--- src/rtl/fast_inv_sqrt_nr.sv ---
// rtl/fast_inv_sqrt_nr.sv - half-precision 1/sqrt(x) / sqrt(x) via bit hack plus Newton-Raphson
// Contains the sequencer top and the shared single-cycle-latency fpu_16bit it drives.

module fpu_16bit (
  output logic [1:0]  OFUF,
  output logic        done,
  output logic [15:0] result,
  output logic        compResult,
  input  logic [15:0] xOp,
  input  logic [15:0] yOp,
  input  logic [1:0]  opcode,
  input  logic        reset,
  input  logic        clk
);
  logic [4:0]  ea, eb;
  logic [13:0] ma, mb, mbig, msml;
  logic [14:0] acc;
  logic [21:0] prod;
  logic [10:0] sig;
  logic [11:0] rnd;
  logic [9:0]  mant;
  logic        sa, sb, sr, rb, zero;
  logic [15:0] res_c;
  logic [1:0]  flg_c;
  int          e;

  // Subnormal operands flush to zero; results round to nearest (ties away).
  always_comb begin
    ea = xOp[14:10];
    eb = yOp[14:10];
    ma = (ea != 5'd0) ? {1'b1, xOp[9:0], 3'b000} : 14'd0;
    mb = (eb != 5'd0) ? {1'b1, yOp[9:0], 3'b000} : 14'd0;
    sa = xOp[15];
    sb = yOp[15] ^ (opcode == 2'd1);
    prod = '0; acc = '0; mbig = '0; msml = '0;
    sig = '0; rb = 1'b0; sr = 1'b0; zero = 1'b0; e = 0;
    if (opcode == 2'd2) begin
      sr = sa ^ yOp[15];
      zero = (ea == 5'd0) || (eb == 5'd0);
      prod = {11'd0, ma[13:3]} * {11'd0, mb[13:3]};
      e = int'(ea) + int'(eb) - 15;
      if (prod[21]) begin sig = prod[21:11]; rb = prod[10]; e = e + 1; end
      else begin sig = prod[20:10]; rb = prod[9]; end
    end else begin
      if ({ea, xOp[9:0]} >= {eb, yOp[9:0]}) begin
        mbig = ma; msml = mb >> (ea - eb); e = int'(ea); sr = sa;
      end else begin
        mbig = mb; msml = ma >> (eb - ea); e = int'(eb); sr = sb;
      end
      acc = (sa == sb) ? {1'b0, mbig} + {1'b0, msml} : {1'b0, mbig} - {1'b0, msml};
      zero = (acc == '0);
      if (acc[14]) begin sig = acc[14:4]; rb = acc[3]; e = e + 1; end
      else begin
        for (int i = 0; i < 14; i++)
          if (!acc[13] && !zero) begin acc = acc << 1; e = e - 1; end
        sig = acc[13:3]; rb = acc[2];
      end
    end
    rnd = {1'b0, sig} + {11'd0, rb};
    if (rnd[11]) e = e + 1;
    mant = rnd[11] ? rnd[10:1] : rnd[9:0];
    res_c = {sr, e[4:0], mant};
    flg_c = 2'b00;
    if (zero) res_c = 16'h0000;
    else if (e >= 31) begin res_c = {sr, 15'h7C00}; flg_c = 2'b10; end
    else if (e <= 0) begin res_c = {sr, 15'h0000}; flg_c = 2'b01; end
  end

  always_ff @(posedge clk) begin
    done <= reset;
    if (reset) begin
      result     <= res_c;
      OFUF       <= flg_c;
      compResult <= res_c[15];
    end
  end
endmodule

module fast_inv_sqrt_nr #(
  parameter int          NR_ITER = 1,
  parameter logic [15:0] MAGIC   = 16'h59BB,
  parameter logic [15:0] HALF_15 = 16'h3E00
) (
  input  logic        clk,
  input  logic        reset,
  input  logic        in_valid,
  output logic        in_ready,
  input  logic [15:0] in_x,
  input  logic        in_mode,
  output logic        out_valid,
  output logic [15:0] out_result,
  output logic [1:0]  out_flags,
  output logic        busy
);
  if (NR_ITER < 1 || NR_ITER > 4) begin : g_bad_nr_iter
    $error("fast_inv_sqrt_nr: NR_ITER must be in 1..4");
  end

  typedef enum logic [3:0] {S_IDLE, S_CHECK, S_SQ, S_MH, S_SB, S_MY, S_SX, S_FIN, S_DONE} state_t;
  state_t      state, state_n;
  logic        wt, wt_n, mr, op_state, fpu_err, last_iter;
  logic [2:0]  iter;
  logic [15:0] xr, y, t, xh;
  logic [16:0] bh;
  logic        fpu_start, fpu_done, fpu_cmp, chk_hit;
  logic [1:0]  fpu_ofuf, fpu_op, chk_flg;
  logic [15:0] fpu_res, fpu_x, fpu_y, chk_res;

  assign bh        = {1'b0, MAGIC} - {1'b0, xr >> 1};
  assign xh        = {xr[15], xr[14:10] - 5'd1, xr[9:0]};
  assign in_ready  = (state == S_IDLE);
  assign busy      = (state != S_IDLE) && (state != S_DONE);
  assign op_state  = state inside {S_SQ, S_MH, S_SB, S_MY, S_SX};
  assign fpu_err   = op_state && wt && (fpu_ofuf == 2'b10 || fpu_ofuf == 2'b01);
  assign last_iter = (iter + 3'd1) >= 3'(NR_ITER);

  always_comb begin
    chk_hit = 1'b1; chk_res = 16'h0000; chk_flg = 2'b00;
    if (xr == 16'h0000) begin chk_res = 16'h7C00; chk_flg = 2'b10; end
    else if (xr[15]) begin chk_res = 16'h7E00; chk_flg = 2'b11; end
    else if (xr == 16'h3C00) chk_res = 16'h3C00;
    else if (xr[14:10] == 5'd0) chk_flg = 2'b01;
    else if (bh[16]) chk_flg = 2'b10;
    else chk_hit = 1'b0;
  end

  always_comb begin
    fpu_x = y; fpu_y = y; fpu_op = 2'd2;
    case (state)
      S_MH: begin fpu_x = xh; fpu_y = t; end
      S_SB: begin fpu_x = HALF_15; fpu_y = t; fpu_op = 2'd1; end
      S_MY: begin fpu_x = y; fpu_y = t; end
      S_SX: begin fpu_x = xr; fpu_y = y; end
      default: ;
    endcase
  end

  // Each op state: first cycle issues (wt=0), then waits for done (wt=1).
  always_comb begin
    state_n = state; wt_n = wt; fpu_start = 1'b0;
    case (state)
      S_IDLE:  if (in_valid) state_n = S_CHECK;
      S_CHECK: begin state_n = chk_hit ? S_DONE : S_SQ; wt_n = 1'b0; end
      S_SQ, S_MH, S_SB, S_MY, S_SX: begin
        if (!wt) begin fpu_start = 1'b1; wt_n = 1'b1; end
        else if (fpu_err) begin state_n = S_DONE; wt_n = 1'b0; end
        else if (fpu_done) begin
          wt_n = 1'b0;
          case (state)
            S_SQ:    state_n = S_MH;
            S_MH:    state_n = S_SB;
            S_SB:    state_n = S_MY;
            S_MY:    state_n = !last_iter ? S_SQ : (mr ? S_SX : S_FIN);
            default: state_n = S_FIN;
          endcase
        end
      end
      S_FIN:   state_n = S_DONE;
      default: state_n = S_IDLE;
    endcase
  end

  always_ff @(posedge clk) begin
    if (!reset) begin
      state <= S_IDLE; wt <= 1'b0; iter <= 3'd0; mr <= 1'b0;
      xr <= '0; y <= '0; t <= '0;
      out_valid <= 1'b0; out_result <= '0; out_flags <= 2'b00;
    end else begin
      state <= state_n; wt <= wt_n; out_valid <= 1'b0;
      if (state == S_IDLE && in_valid) begin xr <= in_x; mr <= in_mode; iter <= 3'd0; end
      if (state == S_CHECK) begin
        if (chk_hit) begin out_valid <= 1'b1; out_result <= chk_res; out_flags <= chk_flg; end
        else y <= bh[15:0];
      end
      if (fpu_err) begin out_valid <= 1'b1; out_result <= '0; out_flags <= fpu_ofuf; end
      else if (op_state && wt && fpu_done) begin
        case (state)
          S_SQ, S_MH, S_SB: t <= fpu_res;
          S_MY:    begin y <= fpu_res; iter <= iter + 3'd1; end
          default: y <= fpu_res;
        endcase
      end
      if (state == S_FIN) begin out_valid <= 1'b1; out_result <= y; out_flags <= 2'b00; end
    end
  end

  // 1.5 - x/2*y^2 stays positive for any estimate the bit hack can produce.
  always_ff @(posedge clk)
    if (reset && state == S_SB && wt && fpu_done && !fpu_err) assert (!fpu_cmp);

  fpu_16bit u_fpu (fpu_ofuf, fpu_done, fpu_res, fpu_cmp, fpu_x, fpu_y, fpu_op, fpu_start, clk);
endmodule

--- config.mk ---
export PLATFORM = sky130hd
export DESIGN_NAME = fast_inv_sqrt_nr
export DESIGN_NICKNAME = d
export VERILOG_FILES = /design/src/rtl/fast_inv_sqrt_nr.sv
export SDC_FILE = /design/constraint.sdc
export NUM_CORES = 1
export LEC_CHECK = 0
export BUFFER_PORTS_ARGS = -buffer_cell sky130_fd_sc_hd__buf_2
export CAP_MARGIN = 20
export CORE_UTILIZATION = 45
export DETAILED_ROUTE_END_ITERATION = 10
export PLACE_DENSITY = 0.67
export SYNTH_ARGS = -nofsm -noshare
export SYNTH_HDL_FRONTEND = slang
export SYNTH_SLANG_ARGS = --single-unit
--- constraint.sdc ---
create_clock -name clk -period 17.5 [get_ports clk]
set_input_delay 0.875 -clock clk [delete_from_list [all_inputs] [get_ports clk]]
set_output_delay 0.875 -clock clk [all_outputs]
set_load 0.03 [all_outputs]
==> results of run 1 <==
through the flow:
step                util (%)  area (µm²)
finish                  53.4       22900
global route            53.4       22900
CTS                     51.5       22100
detailed placement      50.4       21700
global placement        50.4       21700
floorplan                  -       19600
worst max-delay path, delay by kind of cell (launching register included):
kind | cells | cell delay, ns
adder cells (fa/ha/maj) | 15 | 4.16
flip-flops | 1 | 0.40
buffers and inverters | 11 | 1.26
AO/OA/AOI/OAI | 23 | 3.78
AND/OR/NAND/NOR | 27 | 5.12
multiplexers | 7 | 1.23
XOR/XNOR | 4 | 0.69
sequential cells by signal, summed over array words and instances, names as in the netlist:
signal and cells:
iter 3, mr 1, out_flags 2, out_result 16
out_valid 1, state 4, t 16, u_fpu.OFUF 2
u_fpu.done 1, u_fpu.result 16, wt 1, xr 16
y 16
timing repair:
item	CTS	global route
hold buffers	0	0
pin swaps	4	71
endpoints found under the setup margin	17	17
hold endpoints to repair	0	0
gates resized for setup	27	124
buffers inserted	2	27
cloned	0	1
layout by cell type, fill, tap and decap left out, types with 12 or more instances in the layout:
| master | n |
|---|---|
| a21oi_1 | 165 |
| ha_1 | 110 |
| o31ai_1 | 13 |
| a21o_1 | 19 |
| a21oi_2 | 13 |
| nand4_1 | 27 |
| dfxtp_1 | 72 |
| a31oi_1 | 31 |
| nor3b_1 | 15 |
| and2_1 | 23 |
| xnor2_1 | 85 |
| nand2_1 | 335 |
| a22oi_1 | 12 |
| xor2_1 | 43 |
| fa_1 | 80 |
| o21ai_0 | 113 |
| nor4_1 | 22 |
| buf_4 | 236 |
| o211ai_1 | 44 |
| o22ai_1 | 23 |
| buf_2 | 40 |
| and4_1 | 16 |
| a211oi_1 | 29 |
| nand3_1 | 113 |
| a211o_1 | 12 |
| nor3_1 | 71 |
| inv_1 | 169 |
| o21ai_1 | 16 |
| or4_1 | 14 |
| nor2b_1 | 18 |
| o2111ai_1 | 15 |
| or3_1 | 26 |
| nor2_1 | 271 |
| edfxtp_1 | 18 |
| and3_1 | 34 |
| o21a_1 | 22 |
| or2_2 | 23 |
| nand2b_1 | 15 |
| mux2i_1 | 57 |
cells by family (layout without fill, tap and decap cells):
kind of cell | after synthesis | count (layout) | synth area share [%]
buffers and inverters | 310 | 489 | 6.28
xor gates and xnor gates | 148 | 149 | 7.59
and+or+nand+nor | 1132 | 1132 | 29.3
DFF | 95 | 95 | 10.6
muxes | 82 | 82 | 4.71
AOI/OAI and AO/OA | 709 | 709 | 25.2
adders and majority gates | 204 | 204 | 16.2
worst paths after layout:
check	start	to	slack (ns)	cells past startpoint
max	state[2]	u_fpu.result[5]	0.64	87
min	mr	mr	0.47	2
max reg2reg	state[2]	u_fpu.result[5]	0.64	87
min reg2reg	mr	mr	0.47	2
routing by layer:
| metal | share of wire [%] | GRT usage (%) |
|---|---|---|
| met4 | 4.0 | 11.4 |
| met2 | 47 | 53.2 |
| met1 | 42 | 40.9 |
| met5 | 0 | 0 |
| met3 | 6.9 | 3.01 |
layout make-up:
class                   count  area share [%]
flip-flops and latches     95            9.11
clock buffers               9           0.981
clock inverters             7           0.420
inverters                 182            2.99
repair buffers            291            9.52
multi-input cells        2276            73.8
well taps                 585            3.19
==> results.py, run 1 <==
metrics = {
    "min_path": {
        "hp-class": "flip-flop to flip-flop",
    },
    "synthesis": {
        "synth_seq_cells": 95,
        "yosysMostFrequentCell": "nand2_1",
        "synthesis.nets": 2904,
        "ys_types": 123,
        "synth-seq-area-share_pct": 10.6,
        "synth_top_area_cell": "fa_1",
        "synth_common_cells": "336 x nand2_1, 276 x nor2_1, 176 x a21oi_1, 172 x inv_1, 123 x o21ai_0",
        "synth.avg_cell_area_um2": 7.30,
        "ys_top_cells_by_area": "fa_1 8.5%, dfxtp_1 7.9%, ha_1 7.7%",
        "synth_top_area_share_pct": 8.50,
        "yosysWarnings": 0,
        "synth_edf_count": 18,
        "synthCells": 2680,
        "synth_ff_type": "dfxtp_1",
        "syn-cell-area_mm2": 0.0196,
        "ys_async_sr_fraction_pct": 0,
    },
    "drt": {
        "dr_total_vias": 21813,
        "first_iter_violations": 2340,
        "drt_wl_total_um": 72400,
        "wl_per_cell_um": 21.0,
        "firstDrtPassIters": 6,
        "viasPerCell": 6.33,
        "drc": 0,
        "detail-route-antenna-nets": 0,
    },
    "global_routing": {
        "gr-total-overflow": 0,
        "grt_use_total_pct": 31.2,
        "grt_pass1_wl_um": 111000,
        "grt_pass1_vias": 20514,
        "grt_max_degree": 68,
        "antenna_found_initial": 0,
    },
    "cells_and_area": {
        "multiInputGateArea_mm2": 0.0169,
        "syn2layout_area_growth_pct": 17.3,
        "finalNetCount": 3079,
        "drive_gt1_share_pct": 19.0,
        "regArea_mm2": 0.00209,
        "fillCellCount": 4140,
        "stdcell_count": 3445,
        "diodes": 0,
    },
    "sta": {
        "finalSetupViolations": 0,
        "report.final.slew_viol_count": 0,
        "worst_slew_pin_slew_ns": 1.20,
        "fin_setup_tns_ns": 0,
        "setup_ws_ns": 0.639,
        "fin_crit_sh_pct": 96.3,
        "max_freq_mhz": 59.3,
        "final.setup_skew_ns": 0.00531,
        "min_period_ns": 16.86,
        "relSlewSlack_pct": 19.7,
        "hold_ws_ns": 0.465,
        "final_hold_viol_count": 0,
    },
    "clocking": {
        "clk_latency_ns": 0.34,
        "clock-root-buffer": "clkbuf_16",
        "htreeDepth": 3,
        "clock_sinks": 95,
        "clk_pin_slew_ns": 0.07,
        "cts_tree": "built",
        "cts_buffers": 9,
        "clk_path_buf_depth": 2,
    },
    "worst_setup_path": {
        "crit_fanout": 7,
        "path_class": "flip-flop to flip-flop",
        "startpoint_type": "flip-flop",
        "critical_path_arrival_ns": 17.03,
        "slowest_stage": "or4_4",
        "endpoint_kind": "flip-flop",
        "required_ns": 17.67,
        "cpMostUsedCell": "ha_1",
        "cpPeakStageDelay_ns": 0.56,
    },
    "placed_design": {
        "place_inst": 3398,
        "preCtsSetupSlack_ns": -0.520,
        "place.gp.congestion": 1.00,
        "numPortBuffers": 40,
        "hpwl_um": 57700,
    },
    "floorplan": {
        "rows": 76,
        "die_y_um": 210,
        "coreArea_mm2": 0.0430,
        "ioPinCount": 41,
        "initial_core_util_pct": 45.5,
        "die_area_mm2": 0.0443,
        "fp.dieW_um": 210,
    },
    "run": {
        "maxCapViolCount": 0,
    },
    "outcome": {
        "outcome": "finished clean",
    },
}
Power of run 1 is left out: the tool's default activity adds up to more than one toggle a clock period on the data nets, which glitch-free logic cannot reach.
==> inputs of run 2 (changes only) <==
Settings changed: ABC_AREA set to 1.
==> run 2 against run 1 <==
Compared with the run above: flip-flop and latch count did not move; cell area fell by 15%; utilization fell by 4.5 points; hold slack got worse by 0.0033 ns; routed wire length fell by 20%; count of clock-buffer cells in the layout did not move; worst setup slack improved by 0.96 ns; critical path depth rose by 19; global-route usage fell by 3.5 points; die area fell by 5.5%; highest routed layer is now met5; critical path type unchanged; maximum frequency rose by 6.0%.
==> results.py, run 2 <==
metrics = {
    "floorplan": {
        "rows": 73,
        "initial_core_util_pct": 46.1,
        "fp.dieW_um": 205,
        "die_area_mm2": 0.0419,
        "die_y_um": 205,
        "coreArea_mm2": 0.0401,
        "ioPinCount": 41,
    },
    "placed_design": {
        "place.gp.congestion": 0.985,
        "numPortBuffers": 40,
        "hpwl_um": 48400,
    },
    "clocking": {
        "clock-root-buffer": "clkbuf_16",
        "clk_pin_slew_ns": 0.07,
        "cts_tree": "built",
        "cts_buffers": 9,
        "clk_latency_ns": 0.35,
        "clock_sinks": 95,
        "htreeDepth": 3,
        "clk_path_buf_depth": 2,
    },
    "worst_setup_path": {
        "r2r_end": "u_fpu.result[5]",
        "cpPeakStageDelay_ns": 0.69,
        "path_class": "flip-flop to flip-flop",
        "slowest_stage": "ha_2",
        "required_ns": 17.61,
        "crit_fanout": 25,
        "ff2ff_path_depth": 106,
        "critical_path_arrival_ns": 16.01,
        "startpoint_type": "flip-flop",
        "cpMostUsedCell": "nand2_1",
        "reg2reg_from": "state[1]",
        "endpoint_kind": "flip-flop",
        "reg2reg_slack_ns": 1.60,
    },
    "drt": {
        "drc": 0,
        "first_iter_violations": 1546,
        "drt_wl_total_um": 58000,
        "wl_per_cell_um": 15.8,
        "detail-route-antenna-nets": 0,
        "firstDrtPassIters": 6,
        "dr_total_vias": 19903,
        "viasPerCell": 5.42,
    },
    "outcome": {
        "outcome": "finished clean",
    },
    "cells_and_area": {
        "diodes": 0,
        "layout_commonest_cell": "nand2_1",
        "syn2layout_area_growth_pct": 6.18,
        "drive_gt1_share_pct": 10.3,
        "finalNetCount": 3363,
        "mostFrequentLayoutCells": "818 x nand2_1, 475 x inv_1, 344 x nor2_1",
    },
    "sta": {
        "min_period_ns": 15.90,
        "report.final.slew_viol_count": 0,
        "final.setup_skew_ns": 0.00832,
        "finalSetupViolations": 0,
        "relSlewSlack_pct": 22.2,
        "fin_crit_sh_pct": 90.9,
        "fin_setup_tns_ns": 0,
        "final_hold_viol_count": 0,
        "max_freq_mhz": 62.9,
        "worst_slew_pin_slew_ns": 1.15,
        "rsz0062_at_grt": "false",
    },
    "min_path": {
        "hp-class": "flip-flop to flip-flop",
        "holdPathEnd": "out_result[15]",
        "hold_start": "out_result[15]",
        "holdPathStages": 2,
    },
    "global_routing": {
        "antenna_found_initial": 1,
        "grt_max_degree": 51,
        "grt_pass1_vias": 18909,
        "gr-total-overflow": 0,
        "grt_pass1_wl_um": 94500,
        "grt_use_total_pct": 27.8,
    },
    "synthesis": {
        "yosysWarnings": 0,
        "synth-seq-area-share_pct": 11.3,
        "synth_edf_count": 18,
        "yosysMostFrequentCell": "nand2_1",
        "synthCells": 3121,
        "synth_common_cells": "818 x nand2_1, 475 x inv_1, 347 x nor2_1, 312 x nand3_1, 139 x o21ai_0",
        "synth_top_area_share_pct": 16.6,
        "ys_top_cells_by_area": "nand2_1 17%, inv_1 9.7%, fa_1 9.0%",
        "ys_types": 63,
        "synth_seq_cells": 95,
        "syn-cell-area_mm2": 0.0185,
        "synth.avg_cell_area_um2": 5.92,
        "ys_async_sr_fraction_pct": 0,
        "synth_ff_type": "dfxtp_1",
        "synthesis.nets": 3345,
        "synth_top_area_cell": "nand2_1",
    },
    "run": {
        "maxCapViolCount": 0,
    },
}
run 2: cells by family (layout without fill, tap and decap cells):
family                   count (synthesis)  after routing  synth area share [%]
adder cells (fa/ha/maj)                204            204                  17.2
buffers and inverters                  594            617                  12.6
XOR/XNOR                                73             73                  3.56
AO/OA/AOI/OAI                          390            390                  12.2
multiplexers                             1              1                0.0542
flip-flops                              95             95                  11.3
AND/OR/NAND/NOR                       1764           1764                  43.2
run 2: layout make-up:
cell class	count	area, µm²
clock buffer	9	225
fill	4233	20500
tap	525	657
clock inverter	7	86.3
sequential	95	2080
inverter	534	2020
multi-input combinational	2432	14100
timing repair buffer	67	423
run 2: critical path: cells and delay by family (launching register included):
family / cells / cell delay [ns]
flops: 1 / 0.47
buf+inv: 14 / 1.17
fa+ha+maj: 16 / 4.96
compound gates: 11 / 1.57
simple gates: 64 / 7.19
xor+xnor: 1 / 0.28
run 2: worst max-delay path by stage:
| stage | slack [ns] | from | to |
|---|---|---|---|
| finish | 1.60 | state[1] | u_fpu.result[5] |
| floorplan | 3.28 | state[2] | u_fpu.result[11] |
| global route | 0.02 | xr[10] | u_fpu.result[7] |
| CTS | 0.58 | state[2] | u_fpu.result[7] |
| detailed placement | 0.65 | state[2] | u_fpu.result[7] |
| global placement | 1.22 | state[2] | u_fpu.result[0] |
run 2: through the flow:
step	instances	utilization, %	hold slack (ns)	setup WS, ns	instance area (µm²)
floorplan	3121	-	0.430	3.28	18500
global placement	3640	47.7	0.447	1.22	19100
detailed placement	3640	47.7	0.450	0.647	19100
CTS	3656	48.5	0.459	0.576	19400
global route	3669	48.9	0.481	0.0202	19600
finish	3669	48.9	0.462	1.60	19600
run 2: timing repair:
| action | in CTS | in global routing |
|---|---|---|
| setup buffers | 0 | 12 |
| hold buffers | 0 | 0 |
| setup endpoints to repair | 0 | 17 |
| resized for setup | 0 | 14 |
run 2: layer usage:
layer	wire length, µm	up-vias	GRT usage, %	part of all wire, %
met5	9	-	0	0.016
met4	2290	2	10.7	3.9
met3	3140	125	2.53	5.4
met2	26900	625	47.7	46
met1	25700	9133	35.7	44
li1	-	10018	-	-
Power of run 2 is left out for the same reason.
